===== config.mk =====
export PLATFORM = sky130hd
export DESIGN_NAME = beat_sequencer
export DESIGN_NICKNAME = d
export VERILOG_FILES = /design/src/rtl/player_pkg.sv /design/src/rtl/beat_prescaler.sv /design/src/rtl/beat_sequencer.sv
export SDC_FILE = /design/constraint.sdc
export NUM_CORES = 1
export LEC_CHECK = 0
export CORE_MARGIN = 3
export CORE_UTILIZATION = 53
export DETAILED_ROUTE_END_ITERATION = 16
export GPL_TIMING_DRIVEN = 0
export PLACE_DENSITY_LB_ADDON = 0.08
export REMOVE_ABC_BUFFERS = 1
export SLEW_MARGIN = 25
export SYNTH_ARGS = -nofsm -noshare
export SYNTH_HDL_FRONTEND = slang
export SYNTH_HIERARCHICAL = 1
export SYNTH_SLANG_ARGS = --single-unit

===== constraint.sdc =====
create_clock -name clk -period 2.85 [get_ports clk]
set_clock_uncertainty 0.2 [all_clocks]
set_input_delay 0.57 -clock clk [delete_from_list [all_inputs] [get_ports clk]]
set_output_delay 0.57 -clock clk [all_outputs]
set_load 0.005 [all_outputs]

===== src/rtl/player_pkg.sv =====
// Shared types and defaults for the music-player playback datapath.
package player_pkg;

   localparam int BEAT_W           = 12;
   localparam int LEN_DEFAULT      = 4095;
   localparam int TICK_DIV_DEFAULT = 3125000;

   typedef enum logic [1:0] {
      IDLE  = 2'd0,
      PLAY  = 2'd1,
      PAUSE = 2'd2,
      DONE  = 2'd3
   } seq_state_t;

   // Counter must reach 2*TICK_DIV-1 for slow playback.
   function automatic int cnt_width(input int tick_div);
      return $clog2(2 * tick_div);
   endfunction

endpackage


===== src/rtl/beat_prescaler.sv =====
// Beat-period prescaler: counts while running and flags the beat boundary.
module beat_prescaler
   import player_pkg::*;
#(
   parameter int TICK_DIV = TICK_DIV_DEFAULT
) (
   input  logic clk,
   input  logic reset,
   input  logic run,
   input  logic clr,
   input  logic slow,
   output logic hit,
   output logic tick
);

   localparam int CNT_W = cnt_width(TICK_DIV);
   localparam logic [CNT_W-1:0] THR_FAST = CNT_W'(TICK_DIV - 1);
   localparam logic [CNT_W-1:0] THR_SLOW = CNT_W'(2 * TICK_DIV - 1);

   logic [CNT_W-1:0] cnt;
   logic [CNT_W-1:0] threshold;

   assign threshold = slow ? THR_SLOW : THR_FAST;
   // >= lets a slow->fast switch with cnt past the fast threshold tick at once.
   assign hit       = (cnt >= threshold);

   always_ff @(posedge clk or posedge reset) begin
      if (reset) begin
         cnt  <= '0;
         tick <= 1'b0;
      end else if (clr) begin
         cnt  <= '0;
         tick <= 1'b0;
      end else if (run) begin
         if (hit) begin
            cnt  <= '0;
            tick <= 1'b1;
         end else begin
            cnt  <= cnt + 1'b1;
            tick <= 1'b0;
         end
      end else begin
         tick <= 1'b0;
      end
   end

endmodule


===== src/rtl/beat_sequencer.sv =====
// Playback controller producing the beat index for the note ROM.
// Optional build macro BEAT_SEQ_LOOP_EN: wrap to beat 0 at the end instead of stopping.
module beat_sequencer
   import player_pkg::*;
#(
   parameter int LEN      = LEN_DEFAULT,
   parameter int TICK_DIV = TICK_DIV_DEFAULT
) (
   input  logic              clk,
   input  logic              reset,
   input  logic              play_en,
   input  logic              slow,
   input  logic              mode,
   input  logic              restart,
   output logic [BEAT_W-1:0] ibeat,
   output logic              beat_tick,
   output logic              playing,
   output logic              done
);

   localparam logic [BEAT_W-1:0] LAST = BEAT_W'(LEN - 1);

   seq_state_t        state;
   seq_state_t        state_nxt;
   logic [BEAT_W-1:0] ibeat_nxt;
   logic              hit;
   logic              run;
   logic              clr;
   logic              advance;
   logic              at_last;
   logic              end_hit;

   assign run     = (state == PLAY) && play_en;
   assign advance = run && hit && !restart && !mode;
   assign at_last = (ibeat == LAST);

`ifdef BEAT_SEQ_LOOP_EN
   assign end_hit = 1'b0;
`else
   // The final boundary clears the prescaler instead of pulsing beat_tick.
   assign end_hit = advance && at_last;
`endif

   assign clr = restart || mode || (state == IDLE) || (state == DONE) || end_hit;

   beat_prescaler #(
      .TICK_DIV (TICK_DIV)
   ) u_prescaler (
      .clk   (clk),
      .reset (reset),
      .run   (run),
      .clr   (clr),
      .slow  (slow),
      .hit   (hit),
      .tick  (beat_tick)
   );

   always_comb begin
      state_nxt = state;
      ibeat_nxt = ibeat;
      if (restart) begin
         ibeat_nxt = '0;
         state_nxt = (play_en && !mode) ? PLAY : IDLE;
      end else if (mode) begin
         ibeat_nxt = '0;
         state_nxt = IDLE;
      end else begin
         case (state)
            IDLE: begin
               ibeat_nxt = '0;
               if (play_en) state_nxt = PLAY;
            end
            PLAY: begin
               if (!play_en) begin
                  state_nxt = PAUSE;
               end else if (hit) begin
                  if (!at_last) begin
                     ibeat_nxt = ibeat + 1'b1;
                  end else begin
`ifdef BEAT_SEQ_LOOP_EN
                     ibeat_nxt = '0;
`else
                     state_nxt = DONE;
`endif
                  end
               end
            end
            PAUSE: begin
               if (play_en) state_nxt = PLAY;
            end
            DONE: begin
               ibeat_nxt = LAST;
            end
            default: begin
               state_nxt = IDLE;
               ibeat_nxt = '0;
            end
         endcase
      end
   end

   always_ff @(posedge clk or posedge reset) begin
      if (reset) begin
         state   <= IDLE;
         ibeat   <= '0;
         playing <= 1'b0;
         done    <= 1'b0;
      end else begin
         state   <= state_nxt;
         ibeat   <= ibeat_nxt;
         playing <= (state_nxt == PLAY);
`ifdef BEAT_SEQ_LOOP_EN
         done    <= 1'b0;
`else
         done    <= (state_nxt == DONE);
`endif
      end
   end

endmodule


After elaboration in Yosys (flattened, before gate mapping)
Index checks and enable logic that the tools add are counted.

operators by class
  $add $sub $neg = 2
  multipliers = 0
  divide/modulo/power cells = 0
  $lt $le $gt $ge = 1
  equal/unequal tests = 9
  shifts and indexed selects = 0
  multiplexer cells = 21
  bitwise gates (word level) = 0
  reduce and logical (&&, ||, !) cells = 17

operators by type and width
  kind                     number
  $mux W23                 4
  $mux W12                 5
  $pmux W12 S3             1
  $add A23 B1 Y23 const B  1
  $ge A23 B23 Y1           1
  $add A12 B1 Y12 const B  1
  $eq A12 B12 Y1 const B   1
  $mux W2                  6
  $ne A4 B4 Y1 const B     3
  $eq A2 B2 Y1 const B     3
  $logic_and A1 B1 Y1      6
  $reduce_bool A5 Y1       1
  $eq A2 B1 Y1 const B     2
  $logic_or A1 B1 Y1       4
  $mux W1                  4
  $pmux W2 S2              1
  $reduce_and A4 Y1        1
  $logic_not A1 Y1         2
  $logic_not A2 Y1         1
  $reduce_bool A2 Y1       1
  $reduce_or A2 Y1         1

word-level totals
  bits in registers = 40
  latch bits = 0
  memory bits (writable) = 0
  bits in read-only memories = 0
  input bits = 6
  output and inout bits = 15
  logic and storage cells = 56
  memories kept = 0

Logic depth before layout (Yosys ltp)
Gate-level depths: netlist of the first run.

  word-level depth = 8
  mapped depth = 14
  mapped depth without buffers = 13

By module
The synthesis of the first run kept the hierarchy.

by module, submodules not included
  module          times used  cells each  area an instance (sq um)  sequential area each (sq um)
  beat_prescaler  1           176         1525.2                    600.6
  beat_sequencer  1           118         1062.3                    400.4

Worst setup path before layout of the first run
No wires, ideal clock.

  path kind = input-to-reg
  start point = in slow
  end point = reg u_prescaler.cnt[22]
  library setup time = 0.124 ns
  arrival time = 2.699 ns
  data required time = 2.526 ns
  setup slack = -0.173 ns
  stages on the path = 14
  buffers on the path = 1
  cell sequence = inv_1 ha_1 nand4_1 or3_1 a31oi_1 nand2_1 nand2_1 nand3_1 nand2_1 nand3b_1 a21o_2 buf_2 nor3_1 a211o_1

on the way
  word-level cells in the longest chain between the ends = 8
  elaborated cells between the ends (all ways) = 11
  those cells by class = 1 x order compare; 4 x mux; 6 x reduce/logical

ends and longest elaborated chain
  element                                         RTL line              source
  start, declared                                 beat_sequencer.sv:12  input logic slow,
  $mux W23 (*)                                    beat_prescaler.sv:23  assign threshold = slow ? THR_SLOW : THR_FAST;
  $ge A23 B23 Y1 (*)                              beat_prescaler.sv:25  assign hit = (cnt >= threshold);
  via hit                                         beat_sequencer.sv:26  logic hit;
  $logic_and A1 B1 Y1 (*) (3 in a row)            beat_sequencer.sv:34  assign advance = run && hit && !restart && !mode;
  $logic_and A1 B1 Y1 (*)                         beat_sequencer.sv:41  assign end_hit = advance && at_last;
  $logic_or A1 B1 Y1 (*)                          beat_sequencer.sv:44  assign clr = restart || mode || (state == IDLE) || (state == DONE) || end_hit;
  via clr                                         beat_sequencer.sv:28  logic clr;
  $mux W23 or $reduce_bool A2 Y1 (tied branches)  --
  end signal, assigned                            beat_prescaler.sv:39  cnt <= cnt + 1'b1;
  end, declared                                   beat_prescaler.sv:20  logic [CNT_W-1:0] cnt;

The timed path passes the listed nets; every way through them passes the cells marked *. The select of a mux whose other input is x is not followed.
A chain may end at the register's enable or synchronous reset.

Final worst setup path of the first run
  start point = reg u_prescaler.cnt[14]
  end point = reg u_prescaler.cnt[22]

on the way
  word-level cells in the longest chain between the ends = 7
  elaborated cells between the ends (all ways) = 11
  those cells by class = 1 x add/sub; 1 x order compare; 3 x mux; 6 x reduce/logical

ends and longest elaborated chain
  element                                         RTL line
  $ge A23 B23 Y1 (*)                              beat_prescaler.sv:25
  via hit                                         beat_sequencer.sv:26
  $logic_and A1 B1 Y1 (*) (3 in a row)            beat_sequencer.sv:34
  $logic_and A1 B1 Y1 (*)                         beat_sequencer.sv:41
  $logic_or A1 B1 Y1 (*)                          beat_sequencer.sv:44
  via clr                                         beat_sequencer.sv:28
  $mux W23 or $reduce_bool A2 Y1 (tied branches)  --

Marked as above.

==> results of run 1 <==
-- cell families (layout without fill, tap and decap cells) --
family,count (synthesis),count (layout),share of synthesized area
AOI/OAI and AO/OA,66,67,0.164
xor gates and xnor gates,4,4,0.0135
adders and majority gates,12,12,0.0580
buffers and inverters,25,66,0.0537
DFF,40,40,0.387
muxes,5,5,0.0198
and+or+nand+nor,142,142,0.304
-- layer usage --
| layer | vias to the layer above | GRT usage | share of wire |
|---|---|---|---|
| met5 | - | 0 | 0 |
| met1 | 1184 | 0.318 | 0.44 |
| li1 | 1156 | - | - |
| met3 | 15 | 0.0317 | 0.057 |
| met4 | 0 | 0.0602 | 0.018 |
| met2 | 88 | 0.321 | 0.48 |
-- layout make-up --
type,count,area [um2],share of cell area
clock buffer,8,90.1,0.0267
inverter,14,55.1,0.0163
multi-input combinational,230,1680,0.497
sequential,40,1000,0.298
tap,65,81.3,0.0241
timing repair buffer,44,465,0.138
-- state kept, by name, indices dropped and copies added (netlist names) --
name and count:
playing 1, done 1, state 2, u_prescaler/tick 1, ibeat 12, u_prescaler/cnt 23
-- placed cells by master, fill, tap and decap left out, types with 5 or more instances in the layout --
master	n
a21oi_1	13
and3_1	5
buf_4	16
clkbuf_8	6
clkdlybuf4s50_1	19
dfrtp_1	38
ha_1	9
inv_1	12
nand2_1	35
nand2_2	5
nand3_1	18
nand3_2	13
nand4_1	9
nor2_1	15
nor3_1	5
o21ai_0	7
o21ai_1	15
or3_1	8
-- through the flow --
step	util	cells
6_report	0.743	401
4_1_cts	0.667	384
3_3_place_gp	0.614	368
2_1_floorplan	-	283
3_5_place_dp	0.621	370
5_1_grt	0.743	401
-- worst max path at each step --
stage                              from                  end  slack (ns)  cells after the start
floorplan                          slow  u_prescaler/cnt[22]       -0.59                     12
global placement                   slow  u_prescaler/cnt[22]       -1.97                     13
detailed placement                 slow             ibeat[6]       -1.28                     12
CTS                                slow             ibeat[6]       0.006                     12
global route         u_prescaler/cnt[8]  u_prescaler/cnt[22]       -0.28                     13
finish              u_prescaler/cnt[14]  u_prescaler/cnt[22]       -0.22                     12
-- report_power, final --
part           internal [mW]  total (mW)  switching (mW)
Clock                  0.198       0.401           0.203
Combinational         0.0249      0.0637          0.0388
Sequential             0.569       0.572         0.00304
-- worst max-delay path, cell delays in order (launching register included) --
cell and delay (ns):
dfrtp_2 0.44, ha_4 0.27, a211oi_4 0.37, a31oi_4 0.14, nand2_1 0.13, nand2_2 0.09, nand3_2 0.09, nand2_2 0.06
nand3b_1 0.28, buf_4 0.21, a21o_4 0.22, nor3_1 0.35, a211o_1 0.16
-- repair_timing --
action,in CTS,in global routing
gates cloned,0,4
endpoints found under the hold margin,0,0
gates resized for setup,19,38
buffers inserted,6,13
hold buffers,0,0
endpoints found under the setup margin,39,34
pin swaps,1,19
==> flow_metrics.py, run 1 <==
metrics = {
    "sta": {
        "fin_crit_sh": 1.08,
        "setup_viol": 30,
        "whs_ns": 0.347,
        "fmax_ghz": 0.326,
        "max_slew.worst_pin.slew_ns": 0.677,
        "slew_viol_final": 0,
        "finalSetupTns_ns": -1.39,
        "rsz0062_at_grt": "yes",
        "hold_viol": 0,
        "maxSlewHeadroom": 0.549,
        "layout_setup_ws_ns": -0.216,
        "min_period_ns": 3.07,
    },
    "setup_path": {
        "worst-path-max-fanout": 7,
        "arrival_ns": 3.10,
        "rr_startpoint": "u_prescaler/cnt[14]",
        "required_ns": 2.88,
        "worstSetupPathType": "reg2reg",
        "reg2reg_to": "u_prescaler/cnt[22]",
        "worstSetupStartpointType": "flip-flop",
        "reg2reg_slack_ns": -0.22,
        "crit_path_end_kind": "flip-flop",
        "reg2reg_depth": 12,
    },
    "clock_tree": {
        "clk_latency_ns": 0.29,
        "cts_buffer_depth": 2,
        "cts_tree": "done",
        "cts.sinks": 40,
        "cts_made_buffers": 5,
        "cts.reportedPaths.clkPinSlew_ns": 0.08,
        "h-tree-depth": 2,
        "cts_root_buf": "clkbuf_8",
    },
    "cells_and_area": {
        "drive_above_1_share": 0.259,
        "fin_area_um2": 3370,
        "area.growth.synth_to_final_pct": 30.3,
        "diodes": 0,
        "layout.nets": 353,
        "fillerInstances": 301,
    },
    "global_routing": {
        "grt-ovfl-total": 0,
        "grt_pass1_vias": 1995,
        "grt_util_all_layers": 0.214,
        "antenna_found_initial": 0,
        "grt_max_degree": 25,
        "grt_pass1_wl_um": 9480,
    },
    "drt": {
        "wirelength_um": 6920,
        "drcViolationCount": 0,
        "via_per_inst": 6.09,
        "drt_iter0_drc": 201,
        "vias": 2443,
        "drtPass1Iterations": 4,
        "post_drt_wl_per_cell_um": 17.2,
        "drtAntennaViolNets": 0,
    },
    "placement": {
        "pre_cts_ws_ns": -1.28,
        "place_area_um2": 2820,
        "port-buffer-count": 20,
        "gp_congestion": 0.887,
        "hpwlAfterDp_um": 3760,
    },
    "synthesis": {
        "syn_inst": 294,
        "synth-seq-cells": 40,
        "synth_top_flop_cell": "dfrtp_1",
        "synthArstFlopShare": 1.00,
        "synth_top_area_frac": 0.387,
        "yosys_warnings": 6,
        "synth_common_cells": "dfrtp_1, nand2_1, nand3_1, a21oi_1, nor2_1",
        "seq_area_frac_synth": 0.387,
        "synthTopCellsByArea": "dfrtp_1, ha_1, nand2_1, nand3_1, a21oi_1",
        "synth_edf_count": 0,
        "synth_top_cell_by_area": "dfrtp_1",
        "synth.distinct_cells": 57,
        "syn_area_um2": 2590,
        "avgSynthCellArea_um2": 8.80,
    },
    "hold_path": {
        "min-delay-start": "u_prescaler/cnt[19]",
        "whs_endpoint": "u_prescaler/cnt[19]",
        "worstHoldPathCells": 2,
        "hold_path_class": "reg2reg",
    },
    "status": {
        "outcome": "complete, but fails checks",
        "violations": "negative setup slack",
    },
    "power_and_ir_drop": {
        "pwr_density_cell_nw_per_um2": 308,
        "p_leak_nw": 1.46,
        "power_mw": 1.04,
        "peakVddDrop_v": 0.000198,
    },
    "floorplanning": {
        "dieArea_um2": 5760,
        "die_w_um": 75.9,
        "start_util": 0.571,
        "ios": 21,
        "die_h_um": 75.9,
        "row_count": 24,
        "coreArea_um2": 4530,
    },
    "job": {
        "cap_violations": 0,
    },
}
No activity file was read; power rests on OpenSTA's default activity.
==> inputs of run 2 (changes only) <==
- CORE_UTILIZATION: 53 -> 58
- HOLD_SLACK_MARGIN: not set -> 0.03
- SLEW_MARGIN: 25 -> 30
- clock period: 2.85 -> 3.4 ns (I/O delays scaled with it)
==> flow_metrics.py, run 2 (synthesized netlist as in run 1, its figures left out) <==
metrics = {
    "hold_path": {
        "hold_path_class": "reg2reg",
        "worstHoldPathCells": 2,
        "whs_endpoint": "u_prescaler/cnt[19]",
        "min-delay-start": "u_prescaler/cnt[19]",
    },
    "power_and_ir_drop": {
        "pwr-share-clk": 0.391,
        "p_int_mw": 0.675,
        "pwr_density_cell_nw_per_um2": 288,
        "p_leak_nw": 1.30,
        "power_mw": 0.865,
        "p_comb_frac": 0.054,
        "p_switching_mw": 0.190,
        "seqPwrFrac": 0.554,
        "peakVddDrop_v": 0.000286,
        "sw_frac_of_total": 0.220,
    },
    "drt": {
        "drtPass1Iterations": 5,
        "wirelength_um": 5940,
        "drcViolationCount": 0,
        "via_per_inst": 6.30,
        "drtAntennaViolNets": 0,
        "post_drt_wl_per_cell_um": 16.2,
        "vias": 2311,
        "drt_iter0_drc": 151,
    },
    "global_routing": {
        "grt_pass1_wl_um": 9490,
        "grt_pass1_vias": 2088,
        "grt_util_all_layers": 0.228,
        "grt_max_degree": 25,
        "grt-ovfl-total": 0,
        "antenna_found_initial": 0,
    },
    "setup_path": {
        "cp.depth": 15,
        "crit_chain": "clkdlybuf4s15_2, inv_2, ha_4, nand4_1, or3_1, a31oi_4, nand2_1, nand2_2, nand3_1, nand2_2, nand3b_1, a21oi_4, buf_4, a21oi_1, mux2i_1",
        "critPathTopFamily": "simple AND/OR/NAND/NOR gates",
        "reg2reg_depth": 13,
        "reg2reg_slack_ns": 0.27,
        "arrival_ns": 3.38,
        "worstSetupStartpointType": "primary input",
        "crit_path_end_kind": "flip-flop",
        "reg2reg_to": "u_prescaler/cnt[2]",
        "critPathSlowestCell": "or3_1",
        "worstSetupPathType": "in2reg",
        "crit_path_frequent_cell": "nand2_2",
        "required_ns": 3.37,
        "rr_startpoint": "u_prescaler/cnt[14]",
        "path_buf_inv": 3,
        "worst-path-max-fanout": 10,
        "cpPeakStageDelay_ns": 0.43,
    },
    "placement": {
        "pre_cts_ws_ns": -0.947,
        "port-buffer-count": 20,
        "place_inst": 355,
        "gp_congestion": 0.795,
        "place_area_um2": 2790,
        "hpwlAfterDp_um": 3960,
    },
    "floorplanning": {
        "coreArea_um2": 4140,
        "row_count": 23,
        "ios": 21,
        "dieArea_um2": 5300,
        "die_w_um": 72.8,
        "start_util": 0.624,
        "die_h_um": 72.8,
    },
    "status": {
        "violations": "negative setup slack",
        "outcome": "complete, but fails checks",
    },
    "cells_and_area": {
        "fin_area_um2": 3000,
        "diodes": 0,
        "layout.nets": 335,
        "final_cell_mix": "dfrtp_1, nand2_1, nand3_1",
        "final_common_cell": "dfrtp_1",
        "regMostFlops": "u_prescaler/cnt",
        "instances_no_fill": 367,
        "largest_reg_flops": 23,
        "fillerInstances": 308,
        "area.growth.synth_to_final_pct": 15.9,
        "drive_above_1_share": 0.136,
        "top_regs": "u_prescaler/cnt x23, ibeat x12, state x2",
    },
    "clock_tree": {
        "cts_buffer_depth": 2,
        "clk_latency_ns": 0.29,
        "cts_root_buf": "clkbuf_8",
        "cts_tree": "done",
        "cts.reportedPaths.clkPinSlew_ns": 0.07,
        "cts_made_buffers": 5,
        "cts.sinks": 40,
        "postCtsHoldBufs": 0,
        "h-tree-depth": 2,
    },
    "sta": {
        "slew_viol_final": 0,
        "fmax_ghz": 0.294,
        "whs_ns": 0.328,
        "maxSlewHeadroom": 0.563,
        "hold_viol": 0,
        "max_slew.worst_pin.slew_ns": 0.650,
        "fin_crit_sh": 1.00,
        "setup_viol": 1,
        "layout_setup_ws_ns": -0.00343,
        "min_period_ns": 3.40,
    },
    "job": {
        "cap_violations": 0,
    },
}
-- run 2: cell count changes in the layout (fill, tap and decap cells not counted), sizes merged --
cell,delta
clkdlybuf4s15,+1
clkbuf,-4
buf,-16
-- run 2: routing by layer --
metal	vias to the layer above	track usage	part of all wire
li1	1116	-	-
met1	1112	0.312	0.45
met2	72	0.370	0.47
met3	11	0.0413	0.054
met4	0	0.0635	0.017
met5	-	0	0
-- run 2: worst register-to-register path, cell delays in order, from the launching register on --
cell and delay, ns:
dfrtp_1 0.45, ha_4 0.32, nand4_1 0.08, or3_1 0.43
a31oi_4 0.25, nand2_1 0.12, nand2_2 0.13, nand3_1 0.10
nand2_2 0.13, nand3b_1 0.25, a21oi_4 0.09, buf_4 0.19
a21oi_1 0.17, mux2i_1 0.09
-- run 2: final cells by class --
cell class / count / area (um2) / area share
inverters: 14 / 52.6 / 0.0175
flip-flops and latches: 40 / 1000 / 0.334
clock buffers: 7 / 96.3 / 0.0321
repair buffers: 26 / 254 / 0.0847
well taps: 50 / 62.6 / 0.0209
multi-input cells: 230 / 1530 / 0.511
-- run 2: power by group through the flow --
stage	sequential, mW	clock [mW]	combinational (mW)
5_1_grt	0.480	0.365	0.0520
3_3_place_gp	0.489	0	0.0419
4_1_cts	0.479	0.351	0.0453
3_5_place_dp	0.489	0	0.0442
6_report	0.480	0.339	0.0468
2_1_floorplan	0.488	0	0.0250
-- run 2: timing repair --
item / 4_1_cts / 5_1_grt
gates resized for setup: 11 / 4
pin swaps: 0 / 1
gates cloned: 0 / 1
setup endpoints to repair: 35 / 27
setup buffers: 3 / 1
-- run 2: worst max path at each step --
| stage | start | endpoint |
|---|---|---|
| global placement | slow | u_prescaler/cnt[22] |
| detailed placement | slow | ibeat[3] |
| floorplan | slow | u_prescaler/cnt[22] |
| CTS | slow | u_prescaler/cnt[22] |
| global route | slow | u_prescaler/cnt[4] |
| finish | slow | u_prescaler/cnt[2] |
-- run 2: stage by stage --
step | utilization | TNS [ns]
after floorplan | - | -1.05
after global placement | 0.667 | -37.43
after detailed placement | 0.674 | -27.26
after CTS | 0.713 | 0
after global routing | 0.724 | -0.266
final | 0.724 | -0.00343
==> inputs of run 3 (changes only) <==
- CORE_MARGIN: 3 -> 2
==> flow_metrics.py, run 3 (synthesized netlist as in run 1, its figures left out) <==
metrics = {
    "cells_and_area": {
        "final_cell_mix": "dfrtp_1, nand2_1, nand3_1",
        "area.growth.synth_to_final_pct": 14.8,
        "regMostFlops": "u_prescaler/cnt",
        "layout.nets": 333,
        "final_common_cell": "dfrtp_1",
        "drive_above_1_share": 0.130,
        "largest_reg_flops": 23,
        "top_regs": "u_prescaler/cnt x23, ibeat x12, state x2",
        "diodes": 0,
    },
    "drt": {
        "wirelength_um": 5820,
        "vias": 2257,
        "drt_iter0_drc": 165,
        "drtAntennaViolNets": 0,
        "drcViolationCount": 0,
        "via_per_inst": 6.13,
        "drtPass1Iterations": 4,
        "post_drt_wl_per_cell_um": 15.8,
    },
    "placement": {
        "gp_congestion": 0.777,
        "hpwlAfterDp_um": 4020,
        "port-buffer-count": 20,
    },
    "hold_path": {
        "min-delay-start": "u_prescaler/cnt[19]",
        "worstHoldPathCells": 2,
        "hold_path_class": "reg2reg",
        "whs_endpoint": "u_prescaler/cnt[19]",
    },
    "setup_path": {
        "worst-path-max-fanout": 14,
        "crit_chain": "buf_2, inv_2, ha_1, nand4_1, or3_4, a31oi_4, nand2_1, nand2_2, nand3_1, nand2_2, nand3b_1, a21oi_4, buf_6, and3_1, a211o_1",
        "crit_path_end_kind": "flip-flop",
        "arrival_ns": 3.21,
        "worstSetupStartpointType": "primary input",
        "reg2reg_depth": 13,
        "rr_startpoint": "u_prescaler/cnt[14]",
        "critPathTopFamily": "simple AND/OR/NAND/NOR gates",
        "reg2reg_slack_ns": 0.35,
        "crit_path_frequent_cell": "nand2_2",
        "cpPeakStageDelay_ns": 0.41,
        "worstSetupPathType": "in2reg",
        "required_ns": 3.38,
        "cp.depth": 15,
        "critPathSlowestCell": "or3_4",
        "reg2reg_to": "u_prescaler/cnt[22]",
        "path_buf_inv": 3,
    },
    "clock_tree": {
        "postCtsHoldBufs": 0,
        "cts.sinks": 40,
        "h-tree-depth": 2,
        "cts_tree": "done",
        "clk_latency_ns": 0.29,
        "cts_made_buffers": 5,
        "cts_root_buf": "clkbuf_8",
        "cts_buffer_depth": 2,
        "cts.reportedPaths.clkPinSlew_ns": 0.07,
    },
    "power_and_ir_drop": {
        "peakVddDrop_v": 0.000238,
        "p_int_mw": 0.659,
        "p_leak_nw": 1.28,
        "power_mw": 0.855,
        "p_switching_mw": 0.197,
        "seqPwrFrac": 0.560,
        "pwr-share-clk": 0.387,
        "p_comb_frac": 0.053,
        "pwr_density_cell_nw_per_um2": 288,
        "sw_frac_of_total": 0.230,
    },
    "global_routing": {
        "antenna_found_initial": 0,
        "grt_util_all_layers": 0.246,
        "grt_max_degree": 25,
        "grt_pass1_vias": 2137,
        "grt-ovfl-total": 0,
        "grt_pass1_wl_um": 10100,
    },
    "sta": {
        "max_slew.worst_pin.slew_ns": 0.677,
        "maxSlewHeadroom": 0.548,
        "fin_crit_sh": 0.948,
        "min_period_ns": 3.22,
        "fmax_ghz": 0.310,
        "hold_viol": 0,
        "whs_ns": 0.332,
        "setup_viol": 0,
        "rsz0062_at_grt": "no",
        "slew_viol_final": 0,
    },
    "floorplanning": {
        "ios": 21,
        "row_count": 24,
        "die_w_um": 70.8,
        "dieArea_um2": 5010,
        "coreArea_um2": 4320,
        "start_util": 0.598,
        "die_h_um": 70.8,
    },
    "status": {
        "outcome": "finished, final reports clean",
    },
    "job": {
        "cap_violations": 0,
    },
}
run 3: worst max-delay path by stage:
| stage | startpoint | to | slack (ns) |
|---|---|---|---|
| floorplan | slow | u_prescaler/cnt[22] | -0.15 |
| global placement | slow | u_prescaler/cnt[22] | -1.47 |
| detailed placement | slow | u_prescaler/cnt[22] | -0.93 |
| CTS | slow | u_prescaler/cnt[22] | 0.03 |
| global route | slow | u_prescaler/cnt[22] | 0.05 |
| finish | slow | u_prescaler/cnt[22] | 0.18 |
run 3: tightest hold or removal path, delay by kind of cell, from the launching register on:
family | cells | cell delay [ns]
DFF | 1 | 0.38
AOI/OAI and AO/OA | 1 | 0.07
and+or+nand+nor | 1 | 0.05
run 3: stage by stage:
step,cells,instance area (um2),setup slack [ns],setup TNS (ns),util
2_1_floorplan,283,2500,-0.149,-1.05,-
3_3_place_gp,355,2770,-1.47,-38.76,0.640
3_5_place_dp,357,2800,-0.935,-26.81,0.646
4_1_cts,366,2950,0.0340,0,0.682
5_1_grt,368,2970,0.0501,0,0.687
6_report,368,2970,0.177,0,0.687
run 3: cell type report:
class | count | area, um2
multi-input combinational | 229 | 1520
sequential | 40 | 1000
clock buffer | 8 | 90.1
inverter | 14 | 52.6
timing repair buffer | 25 | 240
tap | 52 | 65.1
fill | 361 | 1350
run 3: power by group through the flow:
stage / Combinational [mW] / Clock [mW] / Sequential (mW)
CTS: 0.0464 / 0.336 / 0.479
global route: 0.0512 / 0.355 / 0.480
finish: 0.0453 / 0.331 / 0.479
global placement: 0.0420 / 0 / 0.489
floorplan: 0.0250 / 0 / 0.488
detailed placement: 0.0448 / 0 / 0.489
run 3: timing repair:
action	in CTS	in global routing
endpoints found under the setup margin	35	9
gates resized for setup	12	5
pin swaps	1	1
endpoints found under the hold margin	0	0
setup buffers	1	2
run 3: routing by layer:
layer  global-route usage  wire length (um)
met5                    0                 0
met2                0.390              2770
met4               0.0566                55
met1                0.354              2770
met3               0.0470               230
